--- config.mk ---
export PLATFORM = sky130hd
export DESIGN_NAME = alu_cmd_ctrl
export DESIGN_NICKNAME = d
export VERILOG_FILES = /design/src/rtl/alu_cmd_ctrl_pkg.sv /design/src/rtl/alu_cmd_ctrl.sv
export SDC_FILE = /design/constraint.sdc
export NUM_CORES = 1
export LEC_CHECK = 0
export ABC_AREA = 1
export ABC_CLOCK_PERIOD_IN_PS = 1700
export CORE_MARGIN = 2
export CORE_UTILIZATION = 48
export DETAILED_ROUTE_END_ITERATION = 10
export PLACE_DENSITY_LB_ADDON = 0.1
export SLEW_MARGIN = 20
export SYNTH_ARGS = -nofsm -noshare
export SYNTH_HDL_FRONTEND = slang
export SYNTH_SLANG_ARGS = --single-unit
--- constraint.sdc ---
create_clock -name CLK -period 1.7 [get_ports CLK]
set_input_delay 0.34 -clock CLK [delete_from_list [all_inputs] [get_ports CLK]]
set_output_delay 0.34 -clock CLK [all_outputs]
set_load 0.005 [all_outputs]
--- src/rtl/alu_cmd_ctrl_pkg.sv ---
// Shared definitions for the ALU command controller: command bytes,
// FSM state encoding, ALU watchdog limit and highest legal function code.
package alu_cmd_ctrl_pkg;

    localparam logic [7:0]  CMD_NEW    = 8'hCC;
    localparam logic [7:0]  CMD_REUSE  = 8'hDD;
    localparam int unsigned WDOG_LIMIT = 4;
    localparam int unsigned WDOG_W     = 3;
    localparam int unsigned MAX_FUN    = 14;

    typedef enum logic [2:0] {
        IDLE     = 3'd0,
        GET_A    = 3'd1,
        GET_B    = 3'd2,
        GET_FUN  = 3'd3,
        ALU_WAIT = 3'd4,
        SEND_LO  = 3'd5,
        SEND_HI  = 3'd6
    } state_t;

endpackage

--- src/rtl/alu_cmd_ctrl.sv ---
// Byte-stream command decoder: collects operands and a function code, fires the
// ALU, then streams the two-byte result to the transmitter with a busy handshake.
module alu_cmd_ctrl
    import alu_cmd_ctrl_pkg::*;
#(
    parameter int unsigned DATA_WIDTH = 8,
    parameter int unsigned RSLT_WIDTH = 2 * DATA_WIDTH,
    parameter int unsigned FUN_WIDTH  = 4
) (
    input  logic                  CLK,
    input  logic                  RST,
    input  logic [DATA_WIDTH-1:0] RX_P_DATA,
    input  logic                  RX_D_VLD,
    output logic [DATA_WIDTH-1:0] A,
    output logic [DATA_WIDTH-1:0] B,
    output logic [FUN_WIDTH-1:0]  ALU_FUN,
    output logic                  ALU_EN,
    input  logic [RSLT_WIDTH-1:0] ALU_OUT,
    input  logic                  OUT_VALID,
    output logic [DATA_WIDTH-1:0] TX_P_DATA,
    output logic                  TX_D_VLD,
    input  logic                  TX_BUSY,
    output logic                  CMD_ERR
);

    state_t                  state_q, state_d;
    logic [DATA_WIDTH-1:0]   a_q, a_d;
    logic [DATA_WIDTH-1:0]   b_q, b_d;
    logic [FUN_WIDTH-1:0]    fun_q, fun_d;
    logic [RSLT_WIDTH-1:0]   rslt_q, rslt_d;
    logic [DATA_WIDTH-1:0]   txd_q, txd_d;
    logic                    txv_q, txv_d;
    logic                    en_q, en_d;
    logic                    err_q, err_d;
    logic [WDOG_W-1:0]       wdog_q, wdog_d;

    always_ff @(posedge CLK or negedge RST) begin
        if (!RST) begin
            state_q <= IDLE;
            a_q     <= '0;
            b_q     <= '0;
            fun_q   <= '0;
            rslt_q  <= '0;
            txd_q   <= '0;
            txv_q   <= 1'b0;
            en_q    <= 1'b0;
            err_q   <= 1'b0;
            wdog_q  <= '0;
        end else begin
            state_q <= state_d;
            a_q     <= a_d;
            b_q     <= b_d;
            fun_q   <= fun_d;
            rslt_q  <= rslt_d;
            txd_q   <= txd_d;
            txv_q   <= txv_d;
            en_q    <= en_d;
            err_q   <= err_d;
            wdog_q  <= wdog_d;
        end
    end

    always_comb begin
        state_d = state_q;
        a_d     = a_q;
        b_d     = b_q;
        fun_d   = fun_q;
        rslt_d  = rslt_q;
        txd_d   = txd_q;
        txv_d   = txv_q;
        en_d    = 1'b0;
        err_d   = 1'b0;
        wdog_d  = wdog_q;

        case (state_q)
            IDLE: begin
                if (RX_D_VLD) begin
                    if (RX_P_DATA == DATA_WIDTH'(CMD_NEW)) begin
                        state_d = GET_A;
                    end else if (RX_P_DATA == DATA_WIDTH'(CMD_REUSE)) begin
                        state_d = GET_FUN;
                    end else begin
                        err_d = 1'b1;
                    end
                end
            end
            GET_A: begin
                if (RX_D_VLD) begin
                    a_d     = RX_P_DATA;
                    state_d = GET_B;
                end
            end
            GET_B: begin
                if (RX_D_VLD) begin
                    b_d     = RX_P_DATA;
                    state_d = GET_FUN;
                end
            end
            GET_FUN: begin
                if (RX_D_VLD) begin
                    // A full-width compare covers both the low-field limit and zero upper bits
                    if (RX_P_DATA <= DATA_WIDTH'(MAX_FUN)) begin
                        fun_d   = RX_P_DATA[FUN_WIDTH-1:0];
                        en_d    = 1'b1;
                        wdog_d  = '0;
                        state_d = ALU_WAIT;
                    end else begin
                        err_d   = 1'b1;
                        state_d = IDLE;
                    end
                end
            end
            ALU_WAIT: begin
                if (OUT_VALID) begin
                    rslt_d  = ALU_OUT;
                    txd_d   = ALU_OUT[DATA_WIDTH-1:0];
                    txv_d   = 1'b1;
                    state_d = SEND_LO;
                end else if (wdog_q == WDOG_W'(WDOG_LIMIT - 1)) begin
                    err_d   = 1'b1;
                    state_d = IDLE;
                end else begin
                    wdog_d = wdog_q + 1'b1;
                end
                if (RX_D_VLD) begin
                    err_d = 1'b1;
                end
            end
            SEND_LO: begin
                if (txv_q && TX_BUSY) begin
                    txv_d   = 1'b0;
                    state_d = SEND_HI;
                end
                if (RX_D_VLD) begin
                    err_d = 1'b1;
                end
            end
            SEND_HI: begin
                // The high byte is only offered once the transmitter has drained the low byte
                if (txv_q) begin
                    if (TX_BUSY) begin
                        txv_d   = 1'b0;
                        state_d = IDLE;
                    end
                end else if (!TX_BUSY) begin
                    txd_d = DATA_WIDTH'(rslt_q >> DATA_WIDTH);
                    txv_d = 1'b1;
                end
                if (RX_D_VLD) begin
                    err_d = 1'b1;
                end
            end
            default: begin
                state_d = IDLE;
            end
        endcase
    end

    assign A         = a_q;
    assign B         = b_q;
    assign ALU_FUN   = fun_q;
    assign ALU_EN    = en_q;
    assign TX_P_DATA = txd_q;
    assign TX_D_VLD  = txv_q;
    assign CMD_ERR   = err_q;

endmodule

==> results.json <==
{
  "grt_pass1_vias": 1851,
  "vias": 1893,
  "yosysMostFrequentCell": "nand2_1",
  "area_delta_synth_final_pct": 36.39,
  "switching_share_pct": 31.66,
  "min_period_ns": 1.554,
  "fill_cells": 380,
  "yosysUniqueCellTypes": 28,
  "die_h_um": 71.45,
  "drt-initial-drc-count": 94,
  "initial_core_util_pct": 50.14,
  "met2_usage_pct": 32.92,
  "power_mw": 4.100,
  "ant_nets": 0,
  "grt.met1_usage_pct": 26.60,
  "numCtsBuffers": 5,
  "viasPerCell": 4.904,
  "multiInputGateArea_um2": 909.6,
  "dieArea_mm2": 0.005104,
  "crit_path_end_kind": "output port",
  "post-route-period-util_pct": 91.40,
  "synthTopCellsByArea": "dfrtp_1 52%, nand2_1 14%, o21ai_0 6.9%, nand3_1 5.0%, inv_1 4.6%",
  "hold_buffers": 0,
  "crit_chain": "clkdlybuf4s50_1",
  "diodes": 0,
  "syn_area_per_cell_um2": 8.239,
  "synth_edf_count": 0,
  "clockBufferDepth": 2,
  "final_nets": 365,
  "gp_congestion": 0.8446,
  "cp_max_fo": 5,
  "slowest_delay_ns": 0.52,
  "relSlewSlack_pct": 66.20,
  "synth_seq_cells": 45,
  "critPathTopFamily": "buffers and inverters",
  "drive_gt1_share_pct": 9.880,
  "vdd_drop_max_mv": 1.102,
  "drc": 0,
  "grt_antenna_before_repair": 0,
  "fp.dieW_um": 71.45,
  "grt_use_met3_pct": 3.657,
  "grt_max_degree": 25,
  "synth_top_area_share_pct": 51.58,
  "async_flop_share_pct": 100.0,
  "synth_common_cells": "82 x nand2_1, 45 x dfrtp_1, 30 x o21ai_0",
  "synth_fp_nets": 296,
  "ys_seq_area_share_pct": 51.58,
  "hold_violations": 0,
  "avgRoutedWirePerCell_um": 12.07,
  "status": "complete, no violations",
  "cts_resized": 0,
  "netlist_instances": 265,
  "hold_class": "input pin to asynchronous set/reset pin",
  "worstSetupStartpointType": "flop",
  "crit_arrival_ns": 1.21,
  "portBuffers": 59,
  "p_seq_share_pct": 42.4,
  "io_pins": 60,
  "pwr-share-comb_pct": 38.6,
  "finClkSkew_ns": 0.006312,
  "clk_pin_slew_worst_paths_ns": 0.08,
  "area.sequential_mm2": 0.001126,
  "overflow": 0,
  "rows": 24,
  "slew_viol_final": 0,
  "fmax_mhz": 643.6,
  "routed_wl_um": 4659,
  "p_per_area_mw_per_mm2": 1377,
  "internal_power_mw": 2.801,
  "post-cts-setup-buffers": 0,
  "critPathSlowestCell": "clkdlybuf4s50_1",
  "firstDrtPassIters": 4,
  "worstSetupPathType": "flop to output port",
  "coreArea_mm2": 0.004354,
  "post-synth-top-area-cell": "dfrtp_1",
  "p_sw_mw": 1.298,
  "grtUsageTotal_pct": 19.95,
  "clockRootBuffer": "clkbuf_8",
  "dp_hpwl_um": 3537,
  "worst_ep_required_time_ns": 1.36,
  "clock-sinks": 45,
  "ys_warn_count": 0,
  "power.leakage_nw": 1.549,
  "drv_cap": 0,
  "rsz0062_at_grt": "false",
  "grt_pass1_wl_um": 8038,
  "tightest_slew_ns": 0.5071,
  "setup_viol": 0,
  "clkPwrFrac_pct": 18.9,
  "syn-cell-area_mm2": 0.002183,
  "clock_latency_ns": 0.29,
  "synthFlopType": "dfrtp_1",
  "path_buf_inv": 1,
  "grt.busiest_layer": "met2",
  "cts_tree": "done",
  "htree_levels": 2,
  "tns_ns": 0
}
cell usage in the layout (no fill, tap or decap), drive strengths merged:
cell / n
buf: 8
nand2: 87
nand4: 3
clkinv: 1
nand3b: 1
ha: 2
inv: 32
a21oi: 11
o21ai: 33
bufinv: 1
o22ai: 1
clkdlybuf4s50: 58
clkbuf: 5
nor2: 22
dfrtp: 45
nand3: 24
worst register-to-register path: cells and delay by family (launching register included):
family / cells / cell delay, ns
flops: 1 / 0.48
buf+inv: 2 / 0.21
simple gates: 5 / 0.51
compound gates: 1 / 0.17
stage by stage:
step | cells | area [um2] | worst slack [ns] | hold slack (ns) | util (%)
final | 386 | 2978 | 0.1462 | 0.003781 | 68.39
after global routing | 386 | 2978 | 0.07583 | 0.03798 | 68.39
after CTS | 386 | 2978 | 0.1300 | 0.02060 | 68.39
after detailed placement | 379 | 2874 | 0.0004607 | 0.3406 | 66.01
after global placement | 379 | 2874 | 0.03429 | 0.3415 | 66.01
after floorplan | 265 | 2183 | 0.3864 | 0.04441 | -
power groups by stage:
stage | registers [mW] | logic, mW | clock network (mW)
2_1_floorplan | 1.77 | 0.690 | 0
3_3_place_gp | 1.76 | 1.57 | 0
3_5_place_dp | 1.76 | 1.60 | 0
4_1_cts | 1.74 | 1.61 | 0.794
5_1_grt | 1.79 | 1.78 | 0.842
6_report | 1.74 | 1.58 | 0.777
routing by layer:
| metal | vias to the layer above | share of wire (%) |
|---|---|---|
| met4 | 0 | 1.4 |
| met2 | 41 | 47 |
| li1 | 981 | - |
| met5 | - | 0 |
| met1 | 864 | 47 |
| met3 | 7 | 4.6 |
flip-flops by register name (all words and copies together), names as in the netlist:
| name | count |
|---|---|
| CMD_ERR | 1 |
| state_q | 3 |
| A | 8 |
| rslt_q | 8 |
| wdog_q | 3 |
| ALU_EN | 1 |
| TX_D_VLD | 1 |
| ALU_FUN | 4 |
| B | 8 |
| TX_P_DATA | 8 |
logic make-up after synthesis:
kind of cell    count (synthesis)  share of synthesized area (%)
simple gates                  137                          29.28
buf+inv                        36                          6.762
flops                          45                          51.58
fa+ha+maj                       2                          1.146
compound gates                 45                          11.23
final cells by class:
type / instances / share of cell area (%)
well taps: 52 / 2.185
multi-input cells: 184 / 30.55
inverters: 32 / 4.118
clock inverters: 2 / 1.176
clock buffers: 5 / 2.311
flip-flops and latches: 45 / 37.82
repair buffers: 66 / 21.85
path summary, 6_finish.rpt:
| check | slack [ns] | from | to | cells past startpoint |
|---|---|---|---|---|
| max reg2reg | 0.23 | state_q[1]$_DFFE_PN0P_ | TX_P_DATA[0]$_DFFE_PN0P_ | 8 |
| min in group CLK | 0.47 | TX_P_DATA[5]$_DFFE_PN0P_ | TX_P_DATA[5]$_DFFE_PN0P_ | 2 |
| min | 0.004 | RST | TX_P_DATA[2]$_DFFE_PN0P_ | 1 |
| min reg2reg | 0.47 | TX_P_DATA[5]$_DFFE_PN0P_ | TX_P_DATA[5]$_DFFE_PN0P_ | 2 |
| max | 0.15 | TX_D_VLD$_DFFE_PN0P_ | TX_D_VLD | 1 |
| max in group asynchronous | 1.19 | RST | state_q[0]$_DFFE_PN0P_ | 2 |
Power figures use the tool's default switching activity.
